## src/rtl/mul_iterative_unit.sv

```systemverilog
// mul_iterative_unit
// -------------------
// Multi-cycle 64-bit integer multiplier for the LEGv8 datapath
// (MUL, SMULH, UMULH). It uses radix-2 shift-add on the operand magnitudes,
// then a single sign-correction (FIXUP) cycle. Busy stalls the datapath
// while the unit iterates.
//
// Ports
//   Clk          in   system clock, rising-edge active
//   Reset_L      in   asynchronous active-low reset
//   Start        in   begin an operation (sampled only in IDLE or DONE)
//   Op[1:0]      in   00 MUL (low half), 01 SMULH, 10/11 UMULH (high half)
//   OpA[W-1:0]   in   multiplicand (BusA)
//   OpB[W-1:0]   in   multiplier   (BusB)
//   DestIn[4:0]  in   destination register, captured with Start
//   Busy         out  high in CALC and FIXUP
//   Done         out  one-cycle pulse in DONE
//   Result[W-1:0] out selected product half, held until the next FIXUP
//   RW[4:0]      out  destination register, held with Result
//   RegWr        out  Done, suppressed when RW == 31 (XZR)
//   dbg_state_o  out  current FSM state, for observation only
//
// Handshake: Start is a single-cycle request. It is accepted on a rising
// edge only when the FSM is in IDLE or DONE. Busy high means the request
// was taken and any further Start is dropped, with no queuing. Done/RegWr
// mark the one cycle in which Result/RW must be consumed. All outputs are
// decoded from registers, so no input reaches an output combinationally.

module mul_iterative_unit #(
    parameter int WIDTH = 64
) (
    input  logic             Clk,
    input  logic             Reset_L,
    input  logic             Start,
    input  logic [1:0]       Op,
    input  logic [WIDTH-1:0] OpA,
    input  logic [WIDTH-1:0] OpB,
    input  logic [4:0]       DestIn,
    output logic             Busy,
    output logic             Done,
    output logic [WIDTH-1:0] Result,
    output logic [4:0]       RW,
    output logic             RegWr,
    output logic [1:0]       dbg_state_o
);

    localparam int CW = $clog2(WIDTH);
    localparam logic [CW-1:0] LAST_ITER = CW'(WIDTH - 1);

    typedef enum logic [1:0] {
        IDLE  = 2'd0,
        CALC  = 2'd1,
        FIXUP = 2'd2,
        DONE  = 2'd3
    } state_t;

    state_t             state_q, state_d;
    logic [2*WIDTH-1:0] p_q, p_d;
    logic [CW-1:0]      cnt_q, cnt_d;
    logic               neg_q, neg_d;
    logic [1:0]         op_q, op_d;
    logic [4:0]         dest_q, dest_d;
    logic [WIDTH-1:0]   amag_q, amag_d;
    logic [WIDTH-1:0]   result_q, result_d;
    logic [4:0]         rw_q, rw_d;

    // Operand magnitudes: only SMULH treats the operands as signed. The most
    // negative value maps to itself, which is the correct unsigned magnitude.
    logic             signed_req;
    logic [WIDTH-1:0] a_mag;
    logic [WIDTH-1:0] b_mag;
    assign signed_req = (Op == 2'b01);
    assign a_mag = (signed_req && OpA[WIDTH-1]) ? (~OpA + {{(WIDTH-1){1'b0}}, 1'b1}) : OpA;
    assign b_mag = (signed_req && OpB[WIDTH-1]) ? (~OpB + {{(WIDTH-1){1'b0}}, 1'b1}) : OpB;

    // One shift-add step: the carry out of the upper-half add becomes the
    // new MSB after the right shift.
    logic [WIDTH:0] upper_ext;
    logic [WIDTH:0] upper_sum;
    logic [WIDTH:0] upper_next;
    assign upper_ext  = {1'b0, p_q[2*WIDTH-1:WIDTH]};
    assign upper_sum  = upper_ext + {1'b0, amag_q};
    assign upper_next = p_q[0] ? upper_sum : upper_ext;

    // Sign correction over the full double-width product.
    logic [2*WIDTH-1:0] p_fix;
    assign p_fix = neg_q ? (~p_q + {{(2*WIDTH-1){1'b0}}, 1'b1}) : p_q;

    always_ff @(posedge Clk or negedge Reset_L) begin
        if (!Reset_L) begin
            state_q  <= IDLE;
            p_q      <= '0;
            cnt_q    <= '0;
            neg_q    <= 1'b0;
            op_q     <= 2'b00;
            dest_q   <= 5'd0;
            amag_q   <= '0;
            result_q <= '0;
            rw_q     <= 5'd0;
        end else begin
            state_q  <= state_d;
            p_q      <= p_d;
            cnt_q    <= cnt_d;
            neg_q    <= neg_d;
            op_q     <= op_d;
            dest_q   <= dest_d;
            amag_q   <= amag_d;
            result_q <= result_d;
            rw_q     <= rw_d;
        end
    end

    always_comb begin
        state_d  = state_q;
        p_d      = p_q;
        cnt_d    = cnt_q;
        neg_d    = neg_q;
        op_d     = op_q;
        dest_d   = dest_q;
        amag_d   = amag_q;
        result_d = result_q;
        rw_d     = rw_q;

        case (state_q)
            IDLE, DONE: begin
                if (Start) begin
                    op_d    = Op;
                    dest_d  = DestIn;
                    amag_d  = a_mag;
                    p_d     = {{WIDTH{1'b0}}, b_mag};
                    cnt_d   = '0;
                    neg_d   = signed_req & (OpA[WIDTH-1] ^ OpB[WIDTH-1]);
                    state_d = CALC;
                end else begin
                    state_d = IDLE;
                end
            end
            CALC: begin
                p_d   = {upper_next, p_q[WIDTH-1:1]};
                cnt_d = cnt_q + {{(CW-1){1'b0}}, 1'b1};
                if (cnt_q == LAST_ITER) begin
                    state_d = FIXUP;
                end
            end
            FIXUP: begin
                p_d      = p_fix;
                result_d = (op_q == 2'b00) ? p_fix[WIDTH-1:0] : p_fix[2*WIDTH-1:WIDTH];
                // RW is published together with Result so both stay
                // stable through DONE even if a new Start is accepted.
                rw_d     = dest_q;
                state_d  = DONE;
            end
            default: state_d = IDLE;
        endcase
    end

    assign Busy        = (state_q == CALC) || (state_q == FIXUP);
    assign Done        = (state_q == DONE);
    assign RegWr       = (state_q == DONE) && (rw_q != 5'd31);
    assign Result      = result_q;
    assign RW          = rw_q;
    assign dbg_state_o = state_q;

endmodule
```

## config.mk

```make
export PLATFORM = sky130hd
export DESIGN_NAME = mul_iterative_unit
export DESIGN_NICKNAME = d
export VERILOG_FILES = /design/src/rtl/mul_iterative_unit.sv
export SDC_FILE = /design/constraint.sdc
export NUM_CORES = 1
export LEC_CHECK = 0
export CAP_MARGIN = 25
export CORE_UTILIZATION = 45
export CTS_CLUSTER_SIZE = 8
export DETAILED_ROUTE_END_ITERATION = 6
export PLACE_DENSITY = 0.65
export SLEW_MARGIN = 20
export SYNTH_ARGS = -nofsm -noshare
export SYNTH_HDL_FRONTEND = slang
export SYNTH_SLANG_ARGS = --single-unit
```

## constraint.sdc

```tcl
create_clock -name Clk -period 4.6 [get_ports Clk]
set_input_delay 0.92 -clock Clk [delete_from_list [all_inputs] [get_ports Clk]]
set_output_delay 0.92 -clock Clk [all_outputs]
set_load 0.005 [all_outputs]
```

; ---- After elaboration in Yosys (flattened, before gate mapping)
; Cells that the tools add are included.
[classes]
div = 0
reduce_logical = 10
n_bitwise = 5
n_eq_ne = 8
n_lt_le_gt_ge = 0
n_shift = 0
multipliers = 0
n_mux = 12
n_addsub = 5
[op_table]
columns = cell, n
row1 = one-hot mux 128 bit (3 select lines), 1
row2 = 2-to-1 mux 128 bit, 2
row3 = 2-to-1 mux 64 bit, 3
row4 = adder 128 x 1 -> 128 bit (second input constant), 1
row5 = adder 64 x 1 -> 64 bit (second input constant), 2
row6 = NOT 128 bit, 1
row7 = NOT 64 bit, 2
row8 = adder 64 x 64 -> 65 bit, 1
row9 = 2-to-1 mux 65 bit, 1
row10 = one-hot mux 6 bit (2 select lines), 1
row11 = adder 6 x 1 -> 6 bit (second input constant), 1
row12 = == test 6 bit (second input constant), 1
row13 = 2-to-1 mux 6 bit, 1
row14 = one-hot mux 2 bit (3 select lines), 1
row15 = inequality test 5 bit (second input constant), 1
row16 = == test 2 x 1 -> 1 bit (second input constant), 2
row17 = == test 2 bit (second input constant), 2
row18 = zero test 2 bit, 2
row19 = inequality test 2 bit (second input constant), 2
row20 = AND reduction 2 bit, 2
row21 = logical AND 1 bit, 3
row22 = 2-to-1 mux 2 bit, 1
row23 = nonzero test 2 bit, 1
row24 = OR reduction 2 bit, 1
row25 = 4 further kinds, 4
[word_totals]
ramBits = 0
n_memories = 0
regBits = 277
rom_bits = 0
latchBits = 0
input_bits = 138
out_inout_bits = 74
word_cells = 49

; ---- Longest topological paths before layout
[logic_depth]
word_depth = 5
mapped_depth = 14
ltp_nobuf = 13

; ---- Worst setup path after synthesis
; OpenSTA, ideal clock, no wires.
[synth_timing]
kind = in2reg
startpoint = in OpB[20]
endpoint = reg p_q[56]
setup_slack_ps = 692
setup_ps = 126
t_required_ps = 4474
path_stages = 11
arrival_ps = 3782
cell_sequence = or3_1 clkbuf_1 or4_1 nor4_1 and3b_1 clkbuf_1 a21oi_1 xnor2_1 a21oi_1 a21o_1 a221o_1
[synth_between]
elab_chain_len = 5
[synth_lines]
columns = element, line
row1 = start: declaration, 37  ; input logic [WIDTH-1:0] OpB,
row2 = NOT 64 bit, 74  ; assign b_mag = (signed_req && OpB[WIDTH-1]) ? (~OpB + {{(WIDTH-1){1'b0}}, 1'b1}) : OpB;
row3 = adder 64 x 1 -> 64 bit, 74
row4 = 2-to-1 mux 64 bit, 74
row5 = 2-to-1 mux 128 bit, 126  ; if (Start) begin
row6 = one-hot mux 128 bit (3 select lines), 124  ; case (state_q)
row7 = end signal: assignment, 102  ; p_q <= p_d;
row8 = end: declaration, 58  ; logic [2*WIDTH-1:0] p_q, p_d;
; Every way passes these cells. The select of a mux whose other input is x is not followed.
; A chain may end at the register's enable or synchronous reset.

; ---- Worst setup path in the final report
[layout_timing]
startpoint = reg amag_q[0]
endpoint = reg p_q[123]
[layout_between]
elab_chain_len = 3
[layout_lines]
columns = element, line
row1 = start: declaration, 63  ; logic [WIDTH-1:0] amag_q, amag_d;
row2 = start signal: assignment, 107  ; amag_q <= amag_d;
row3 = adder 64 x 64 -> 65 bit, 82  ; assign upper_sum = upper_ext + {1'b0, amag_q};
row4 = 2-to-1 mux 65 bit, 83  ; assign upper_next = p_q[0] ? upper_sum : upper_ext;
row5 = one-hot mux 128 bit (3 select lines), 124
; Every way passes these cells.

==> summary.md <==
Commonest non-fill, non-tap cell in the layout: sky130_fd_sc_hd__nand2_1. The largest individual stage delay along the critical path comes from the cell sky130_fd_sc_hd__dfrtp_1. The total count of max-transition violations in the final report came out at 0. Timing would allow up to 237 MHz. The final worst setup slack came out at 0.384 ns.

Cells with a size suffix above 1 make up 6.50% of the layout. Die area: 51300 um2. Setup repair after global routing left no endpoint under its margin. The tools report the post-synthesis cell type count as 80. The clock net in this run drives a total of 277 sinks. Hold repair after CTS inserted 0 buffers. The run gives 2915 as the number of instances in the synthesized netlist.

After clock tree synthesis, the setup repair step added 0 buffers. Counting flops with a built-in enable in the synthesized netlist gives 0. Chip width: 227 um.

The run gives 0 as the number of diodes. The slew at the pin closest to its max-slew limit was 0.923 ns; the vertical die dimension was 227 um. After floorplanning, the core was divided into 81 placement rows.

The final critical delay including setup and external delays is 4.22 ns, and the design area is 26700 um2. Setup violations remaining at the end of the flow were counted as 0. The tools report the initial antenna violation count as 0. The final worst clock skew was 0.0257 ns. The startpoint-to-endpoint class of the critical path was reg2reg. In the final design database the tool counted 3267 nets.

Net count after synthesis: 3125. The clock reaches the later pin of the worst-skew pair after 0.57 ns. The cell area that synthesis handed to floorplanning was 22700 um2. Dividing total power by cell area gives a power density of 353 nW/um2. The placer congestion estimate is 0.980, and the area fraction of the dominant cell type after synthesis is 30.6%. The critical-path maximum fanout was 3; the number of cells on the worst reg-to-reg path was 14.

TritonCTS built the clock tree. The run gives 23700 as the total vias in the final route. The tools report the startpoint type of the worst setup path as a register. The count of nets left with antenna violations once routing finished came out at 0. The maximum number of pins on one net before global-route repair is 144, and the relative slew slack is 38.5%.

The critical path goes through ha_1 -> inv_1 -> fa_1 -> nor2b_1 -> o211ai_1 -> a31o_2 -> o2111ai_1 -> nand2_1 -> o31ai_1 -> buf_4 -> a211oi_1 -> o21ai_0 -> xnor2_1 -> o221ai_1. The logs give 0 for the total of max-cap violations and 49400 um2 for the total core area. The run gives 25600 um2 as the instance area after placement.

The total overflow reported by the global router was 0. The area overhead of the layout relative to synthesis was 17.8%; the share of flip-flops with an asynchronous set or reset after synthesis was 100%. The sequential-to-total area share from yosys stat is 30.6%. By area the synthesized netlist is led by sky130_fd_sc_hd__dfrtp_1 (31%), sky130_fd_sc_hd__xnor2_1 (6.7%), sky130_fd_sc_hd__o21ai_0 (6.3%). Pin placement for this block handled 212 I/O pins. The endpoint type of the worst setup path is a register. Using the TritonRoute via totals, the vias-per-cell ratio works out to 6.37. The detailed-route wire length came out at 88.0 mm.

The number of levels the H-tree was split into is 2. The tools report the post-CTS resize count as 0. The first global-routing pass estimated 134 mm of wire. The class of the tightest hold or removal check was in2async. The count of input and output buffers came out at 211. Before antenna repair, the detailed router went through 7 iterations. No sink is reached through more buffers than the 3 on the longest clock path. The first routing iteration left 2708 violations. The tightest hold path in the finished design has a slack of 0.384 ns. The run gives 22200 as the number of global-route vias before repair.

The signal arrival time at the worst endpoint came out at 4.62 ns. For the final routed database, the setup TNS stands at 0 ns. The run gives 0 as the number of warnings reported in the yosys synthesis log. In the final layout, flip-flops and latches occupy 6940 um2.

The tools report the clock root buffer as sky130_fd_sc_hd__clkbuf_16. The final hold violation count was 0; the total area of multi-input combinational cells was 14800 um2. The number of clock buffers added by TritonCTS is 41. Among all flip-flop cells after synthesis, the most frequent one is sky130_fd_sc_hd__dfrtp_1. Total chip power: 9420 uW. The number of design rule violations left after detail routing is 6, and the number of filler cells placed in the layout is 4735. Flop and latch count out of synthesis: 277. Dividing the detail-routed wire length by the instance count gives 23.6 um. The required time of the worst setup path was 5.00 ns; the clock-pin slew of the registers on the worst-case setup and hold paths was 0.05 ns. A synthesized cell averages 7.78 um2. The run finished, with violations left. The fraction of the cycle the final worst path needs is 91.7%, and the effective utilization at floorplan is 46.0%. Stage delay of the slowest cell on the critical path: 0.48 ns. In this run the static leakage power is 0.0111 uW.

The checks that failed: design-rule violations. The cell accounting for the most synthesized area was sky130_fd_sc_hd__dfrtp_1. The logs give 65.3 mm for the HPWL after detailed placement and 0.214 mV for the worst IR drop on VDD. Timing analysis after detailed placement gives a worst setup slack of 0.279 ns. The run gives 33.9% as the global-route usage over all layers. The library cells used most frequently in the layout, excluding fill and tap cells, are sky130_fd_sc_hd__nand2_1 (357), sky130_fd_sc_hd__o21ai_0 (287), sky130_fd_sc_hd__dfrtp_1 (276), sky130_fd_sc_hd__a21oi_1 (264), sky130_fd_sc_hd__nor2_1 (234).
cells in the mapped netlist (53+ instances only):
library cell,count
sky130_fd_sc_hd__ha_1,71
sky130_fd_sc_hd__dfrtp_1,277
sky130_fd_sc_hd__clkbuf_1,182
sky130_fd_sc_hd__inv_1,66
sky130_fd_sc_hd__nor2_1,239
sky130_fd_sc_hd__nand2_1,359
sky130_fd_sc_hd__a21oi_1,264
sky130_fd_sc_hd__o21ai_0,287
sky130_fd_sc_hd__xnor2_1,174
sky130_fd_sc_hd__a21o_1,53
sky130_fd_sc_hd__nor3_1,100
sky130_fd_sc_hd__xor2_1,116
registers in the layout, summed over array words and instances, names as in the netlist:
register     count
RW               5
Result          64
amag_q          64
cnt_q            6
dbg_state_o      2
dest_q           5
neg_q            1
op_q             2
p_q            128
layer usage:
metal	GRT usage, %	up-vias	routed length, um
met3	4.55	181	7720
met1	47.9	11400	38200
met5	0	-	0
met2	52.0	1239	38600
met4	14.3	0	3480
li1	-	11000	-
stage by stage:
stage | instances | utilization [%]
2_1_floorplan | 2915 | -
5_1_grt | 3727 | 54.2
3_3_place_gp | 3678 | 51.9
6_report | 3727 | 54.2
4_1_cts | 3727 | 54.2
3_5_place_dp | 3678 | 51.9
kinds of logic after synthesis:
family / after synthesis / share of synthesized area (%)
mux: 35 / 1.59
flops: 277 / 30.6
simple gates: 1007 / 20.9
compound gates: 963 / 27.1
fa+ha+maj: 72 / 4.00
buf+inv: 271 / 4.57
xor+xnor: 290 / 11.2
worst paths after layout:
kind | start | end | slack, ns
setup / recovery | amag_q[0]$_DFFE_PN0P_ | p_q[123]$_DFFE_PN0P_ | 0.38
hold / removal | Reset_L | cnt_q[1]$_DFFE_PN0P_ | 0.38
setup reg to reg | amag_q[0]$_DFFE_PN0P_ | p_q[123]$_DFFE_PN0P_ | 0.38
hold reg to reg | dest_q[4]$_DFFE_PN0P_ | dest_q[4]$_DFFE_PN0P_ | 0.47
max in group asynchronous | Reset_L | Result[33]$_DFFE_PN0P_ | 3.06
min in group Clk | dest_q[4]$_DFFE_PN0P_ | dest_q[4]$_DFFE_PN0P_ | 0.47
worst max-delay path: cells and delay by family, from the launching register on:
kind / cells / cell delay, ns
flip-flops: 1 / 0.48
adder cells (fa/ha/maj): 2 / 0.75
XOR/XNOR: 1 / 0.20
AND/OR/NAND/NOR: 2 / 0.45
AO/OA/AOI/OAI: 7 / 1.88
buffers and inverters: 2 / 0.28
where the power goes:
| group | switching (uW) | internal (uW) | total (uW) |
|---|---|---|---|
| Clock | 1150 | 1640 | 2800 |
| Sequential | 810 | 2790 | 3600 |
| Combinational | 1790 | 1240 | 3030 |
| Total | 3750 | 5670 | 9420 |
final cells by class:
cell class | instances | share of cell area (%)
clock buffers | 46 | 4.07
clock inverters | 3 | 0.0842
inverters | 68 | 0.955
multi-input cells | 2367 | 55.2
flip-flops and latches | 277 | 25.9
well taps | 664 | 3.11
repair buffers | 302 | 10.6
Power figures use the tool's default switching activity.
